**config.mk**
```make
export PLATFORM = sky130hd
export DESIGN_NAME = load_aligner
export DESIGN_NICKNAME = d
export VERILOG_FILES = /design/src/rtl/load_aligner.sv
export SDC_FILE = /design/constraint.sdc
export NUM_CORES = 1
export LEC_CHECK = 0
export BUFFER_PORTS_ARGS = -buffer_cell sky130_fd_sc_hd__buf_2
export CAP_MARGIN = 20
export CORE_UTILIZATION = 56
export CTS_CLUSTER_SIZE = 20
export DETAILED_ROUTE_END_ITERATION = 10
export HOLD_SLACK_MARGIN = 0.05
export PLACE_DENSITY = 0.83
export SLEW_MARGIN = 15
export SYNTH_ARGS = -nofsm -noshare
export SYNTH_HDL_FRONTEND = slang
export SYNTH_SLANG_ARGS = --single-unit
```
**constraint.sdc**
```tcl
create_clock -name CLK -period 6.1 [get_ports CLK]
set_input_delay 1.22 -clock CLK [delete_from_list [all_inputs] [get_ports CLK]]
set_output_delay 1.22 -clock CLK [all_outputs]
set_load 0.01 [all_outputs]
```
**src/rtl/load_aligner.sv**
```systemverilog
// rtl/load_aligner.sv - byte/half/word load alignment stage feeding the shifter
// Splits word-crossing loads into two aligned reads and merges them little-endian.
module load_aligner (
    input  logic        CLK,
    input  logic        RST,
    input  logic        REQ_VALID,
    output logic        REQ_READY,
    input  logic [31:0] REQ_ADDR,
    input  logic [1:0]  REQ_SIZE,
    input  logic        REQ_SIGNED,
    output logic        MEM_RD,
    output logic [31:0] MEM_ADDR,
    input  logic        MEM_ACK,
    input  logic [31:0] MEM_DATA,
    output logic [31:0] SH_IN,
    output logic [4:0]  SH_SHFT,
    output logic [1:0]  SH_SEL,
    output logic        SH_ARITH,
    output logic        OUT_VALID,
    input  logic        OUT_READY
);

    typedef enum logic [1:0] {
        IDLE = 2'd0,
        RD0  = 2'd1,
        RD1  = 2'd2,
        DONE = 2'd3
    } state_t;

    state_t      state_q;
    logic [1:0]  off_q;
    logic [1:0]  size_q;
    logic        signed_q;
    logic        split_q;
    logic [31:0] lo_q;
    logic [31:0] hi_q;
    logic        mem_rd_q;
    logic [31:0] mem_addr_q;
    logic [31:0] sh_in_q;
    logic [1:0]  sh_sel_q;
    logic        out_valid_q;

    logic        req_split;
    logic [63:0] pair;
    logic [31:0] sh_in_d;
    logic [1:0]  sh_sel_d;

    function automatic logic [31:0] align_load(input logic [63:0] words,
                                               input logic [1:0]  off,
                                               input logic [1:0]  size);
        logic [31:0] raw;
        raw = 32'(words >> {off, 3'b000});
        case (size)
            2'd0:    align_load = {24'b0, raw[7:0]};
            2'd1:    align_load = {16'b0, raw[15:0]};
            default: align_load = raw;
        endcase
    endfunction

    assign req_split = (REQ_SIZE[1] && REQ_ADDR[1:0] != 2'd0) ||
                       (REQ_SIZE == 2'd1 && REQ_ADDR[1:0] == 2'd3);

    // Result is formed from the word arriving this cycle so DONE outputs are
    // already registered and never follow MEM_DATA afterwards.
    assign pair    = (state_q == RD1) ? {MEM_DATA, lo_q} : {hi_q, MEM_DATA};
    assign sh_in_d = align_load(pair, off_q, size_q);

    always_comb begin
        sh_sel_d = 2'd0;
        if (signed_q && size_q == 2'd0) begin
            sh_sel_d = 2'd2;
        end else if (signed_q && size_q == 2'd1) begin
            sh_sel_d = 2'd3;
        end
    end

    always_ff @(posedge CLK or posedge RST) begin
        if (RST) begin
            state_q     <= IDLE;
            off_q       <= 2'd0;
            size_q      <= 2'd0;
            signed_q    <= 1'b0;
            split_q     <= 1'b0;
            lo_q        <= 32'd0;
            hi_q        <= 32'd0;
            mem_rd_q    <= 1'b0;
            mem_addr_q  <= 32'd0;
            sh_in_q     <= 32'd0;
            sh_sel_q    <= 2'd0;
            out_valid_q <= 1'b0;
        end else begin
            case (state_q)
                IDLE: begin
                    if (REQ_VALID) begin
                        off_q      <= REQ_ADDR[1:0];
                        size_q     <= REQ_SIZE;
                        signed_q   <= REQ_SIGNED;
                        split_q    <= req_split;
                        mem_rd_q   <= 1'b1;
                        mem_addr_q <= {REQ_ADDR[31:2], 2'b00};
                        state_q    <= RD0;
                    end
                end
                RD0: begin
                    if (MEM_ACK) begin
                        lo_q <= MEM_DATA;
                        if (split_q) begin
                            mem_addr_q <= mem_addr_q + 32'd4;
                            state_q    <= RD1;
                        end else begin
                            mem_rd_q    <= 1'b0;
                            sh_in_q     <= sh_in_d;
                            sh_sel_q    <= sh_sel_d;
                            out_valid_q <= 1'b1;
                            state_q     <= DONE;
                        end
                    end
                end
                RD1: begin
                    if (MEM_ACK) begin
                        hi_q        <= MEM_DATA;
                        mem_rd_q    <= 1'b0;
                        sh_in_q     <= sh_in_d;
                        sh_sel_q    <= sh_sel_d;
                        out_valid_q <= 1'b1;
                        state_q     <= DONE;
                    end
                end
                DONE: begin
                    if (OUT_READY) begin
                        out_valid_q <= 1'b0;
                        state_q     <= IDLE;
                    end
                end
                default: state_q <= IDLE;
            endcase
        end
    end

    assign REQ_READY = (state_q == IDLE);
    assign MEM_RD    = mem_rd_q;
    assign MEM_ADDR  = mem_addr_q;
    assign SH_IN     = sh_in_q;
    assign SH_SEL    = sh_sel_q;
    assign SH_SHFT   = 5'd0;
    assign SH_ARITH  = 1'b0;
    assign OUT_VALID = out_valid_q;

endmodule

```
==> insert_results.sql <==
INSERT INTO impl_metrics (metric_group, metric, value, unit) VALUES
('setup_path', 'crit_path_end_kind', 'flip-flop', ''),
('global_route', 'first_pass_grt_wire_length', '29000', 'um'),
('route', 'drc_violation_total_after_the_first_tritonroute_iteration', '633', ''),
('route', 'drc_errors_left', '0', ''),
('synth', 'synthFlopType', 'dfrtp_1', ''),
('floorplan', 'boundaryPins', '147', ''),
('synth', 'yosys-top-cells-count', '130 x dfrtp_1, 64 x mux2_2, 59 x mux2i_1', ''),
('synth', 'synth_area', '7350', 'um^2'),
('route', 'avgRoutedWirePerCell', '20.0', 'um'),
('floorplan', 'floorplan.initialDensity', '0.577', ''),
('outcome', 'outcome', 'complete, no violations', ''),
('sta', 'worst_clk_skew', '0.00683', 'ns'),
('synth', 'post_synth_num_cell_types', '54', ''),
('layout', 'multi_input_area', '3820', 'um^2'),
('synth', 'netlist_top_cells_area', 'dfrtp_1 44%, mux2_2 9.8%, mux4_2 9.8%', ''),
('clocking', 'clk_root_buffer_cell', 'clkbuf_16', ''),
('layout', 'area.sequential', '3250', 'um^2'),
('sta', 'timing.max_slew.rel_slack', '0.296', ''),
('clocking', 'h-tree-depth', '4', ''),
('run', 'drv.max_cap_violation_count', '0', ''),
('global_route', 'grt_pass1_vias', '5627', ''),
('clocking', 'post_cts_buffers', '0', ''),
('global_route', 'grt.total_usage', '0.288', ''),
('floorplan', 'die_h', '117', 'um'),
('floorplan', 'design.core.area', '12700', 'um^2'),
('setup_path', 'worstPathArrival', '3.27', 'ns'),
('route', 'route.final.wire_length', '19200', 'um'),
('clocking', 'cts-root-to-sink-buffers', '2', ''),
('sta', 'hold_ws', '0.474', 'ns'),
('sta', 'grt_setup_unrepaired', 'false', ''),
('sta', 'timing_hold_violations_final', '0', ''),
('layout', 'synthesis_to_layout_area_growth', '19.2', '%'),
('global_route', 'globalRoute.totalOverflow', '0', ''),
('power_and_ir_drop', 'power.density_cell_area', '605', 'nW/um^2'),
('min_path', 'hold_class', 'flip-flop to flip-flop', ''),
('synth', 'post-synth-top-count-cell', 'dfrtp_1', ''),
('sta', 'slew_viols_final', '0', ''),
('route', 'drt_pass1_iterations', '7', ''),
('clocking', 'tritoncts.num_buffers', '17', ''),
('clocking', 'cts_sinks', '130', ''),
('placement', 'numPortBuffers', '138', ''),
('layout', 'post-route-util', '0.688', ''),
('setup_path', 'maximum_fanout_encountered_on_the_critical_timing_path', '42', ''),
('floorplan', 'placement_rows', '41', ''),
('synth', 'post-synth-top-area-fraction', '0.443', ''),
('clocking', 'clk_pin_slew', '0.06', 'ns'),
('sta', 'final-setup-viol-count', '0', ''),
('power_and_ir_drop', 'leakagePower', '3.80', 'nW'),
('layout', 'final_layout_size_suffix_gt1_frac', '0.366', ''),
('sta', 'post-route-period-util', '0.494', ''),
('synth', 'synth-warning-count', '0', ''),
('placement', 'place.gp.congestion', '0.846', ''),
('power_and_ir_drop', 'vdd_ir_drop_max', '0.305', 'mV'),
('synth', 'synth-edff-count', '0', ''),
('setup_path', 'criticalPathCategory', 'flip-flop to flip-flop', ''),
('setup_path', 'critical_path_required', '6.35', 'ns'),
('layout', 'final.fill_count', '897', ''),
('global_route', 'grt_start_max_net_pins', '84', ''),
('synth', 'syn_inst', '655', ''),
('synth', 'postSynthAreaPerCell', '11.2', 'um^2'),
('clocking', 'clk_latency', '0.43', 'ns'),
('clocking', 'cts.repair.resized', '0', ''),
('global_route', 'grt_antenna_before_repair', '3', ''),
('synth', 'seq_area_frac_synth', '0.443', ''),
('route', 'drt.antenna.violating_nets', '0', ''),
('sta', 'fin_crit', '3.01', 'ns'),
('floorplan', 'die_width', '117', 'um'),
('synth', 'synth_async_sr_flop_share', '1.00', ''),
('placement', 'hpwl', '12600', 'um'),
('layout', 'layout.nets', '852', ''),
('route', 'route.vias.total', '6038', ''),
('clocking', 'cts_tree', 'yes', ''),
('synth', 'synth.largest_area_cell', 'dfrtp_1', ''),
('setup_path', 'start_kind', 'flip-flop', ''),
('sta', 'totalNegativeSetupSlack', '0', 'ns'),
('synth', 'synth_seq_cells', '130', ''),
('route', 'post_drt_via_cell_ratio', '6.28', ''),
('clocking', 'holdBufCountCts', '0', ''),
('floorplan', 'die-area', '13600', 'um^2'),
('sta', 'timing_worst_slew_pin_value', '1.05', 'ns'),
('sta', 'fmax', '0.332', 'GHz');
-- where the power goes --
group | internal [mW] | leakage, nW | total, mW | switching (mW)
clock network | 0.686 | 0.300 | 1.06 | 0.374
registers | 1.28 | 1.55 | 1.62 | 0.336
logic | 1.21 | 1.95 | 2.62 | 1.41
-- layout by cell type, fill, tap and decap left out, types with 17 or more instances in the layout --
cell type,netlist,routed
mux2_2,64,64
buf_2,12,138
a21oi_1,51,51
nand2_1,56,56
mux2i_1,59,59
o21ai_0,32,32
dfrtp_1,130,129
clkbuf_16,0,17
o22ai_1,19,19
nor2_1,20,20
mux4_2,32,32
-- worst max-delay path: stages (launching register included) --
cell and delay (ns):
dfrtp_1 0.47, inv_1 0.15, ha_2 0.18, buf_4 0.56
nor2b_1 0.34, o32a_1 0.89, o21ai_0 0.24
-- stage by stage --
step / std cells / instance area [um^2] / power (mW) / setup WS, ns
after floorplan: 662 / 7370 / 3.45 / 1.41
after global placement: 924 / 8080 / 4.02 / 2.66
after detailed placement: 924 / 8080 / 4.16 / 2.51
after CTS: 956 / 8690 / 5.26 / 2.43
after global routing: 961 / 8750 / 5.60 / 2.88
final: 961 / 8750 / 5.30 / 3.09
-- registers in the layout, indices dropped and copies added (netlist names) --
signal	flops
SH_IN	32
lo_q	32
MEM_ADDR	30
hi_q	24
SH_SEL	2
off_q	2
size_q	2
state_q	2
MEM_RD	1
OUT_VALID	1
signed_q	1
split_q	1
-- final cells by class --
cell class | instances | share of cell area
Clock buffer | 24 | 0.0562
Tap cell | 172 | 0.0246
Antenna cell | 3 | 0.000858
Inverter | 13 | 0.00586
Clock inverter | 8 | 0.0143
Multi-Input combinational cell | 463 | 0.436
Sequential cell | 130 | 0.372
Timing Repair Buffer | 148 | 0.0906
-- per-layer routing --
layer	track usage	part of all wire	up-vias
li1	-	-	2689
met3	0.0628	0.073	39
met1	0.391	0.42	3037
met4	0.111	0.025	0
met5	0	0	-
met2	0.454	0.49	273
-- path summary, 6_finish.rpt --
check,from,cells past startpoint,slack [ns],to
max,state_q[0]$_DFFE_PP0P_,6,3.09,SH_SEL[1]$_DFFE_PP0P_
min,SH_IN[15]$_DFFE_PP0P_,2,0.47,SH_IN[15]$_DFFE_PP0P_
max reg2reg,state_q[0]$_DFFE_PP0P_,6,3.09,SH_SEL[1]$_DFFE_PP0P_
min reg2reg,SH_IN[15]$_DFFE_PP0P_,2,0.47,SH_IN[15]$_DFFE_PP0P_
max in group asynchronous,RST,3,4.44,off_q[1]$_DFFE_PP0P_
min in group asynchronous,RST,2,0.73,state_q[0]$_DFFE_PP0P_
-- cell families after synthesis --
group                    after synthesis  synth area share
AO/OA/AOI/OAI                        155             0.131
adder cells (fa/ha/maj)                7            0.0119
buffers and inverters                 69            0.0434
flip-flops                           130             0.443
multiplexers                         155             0.277
other                                  1          0.000510
AND/OR/NAND/NOR                      138            0.0940
(Power assumes the default switching activity.)
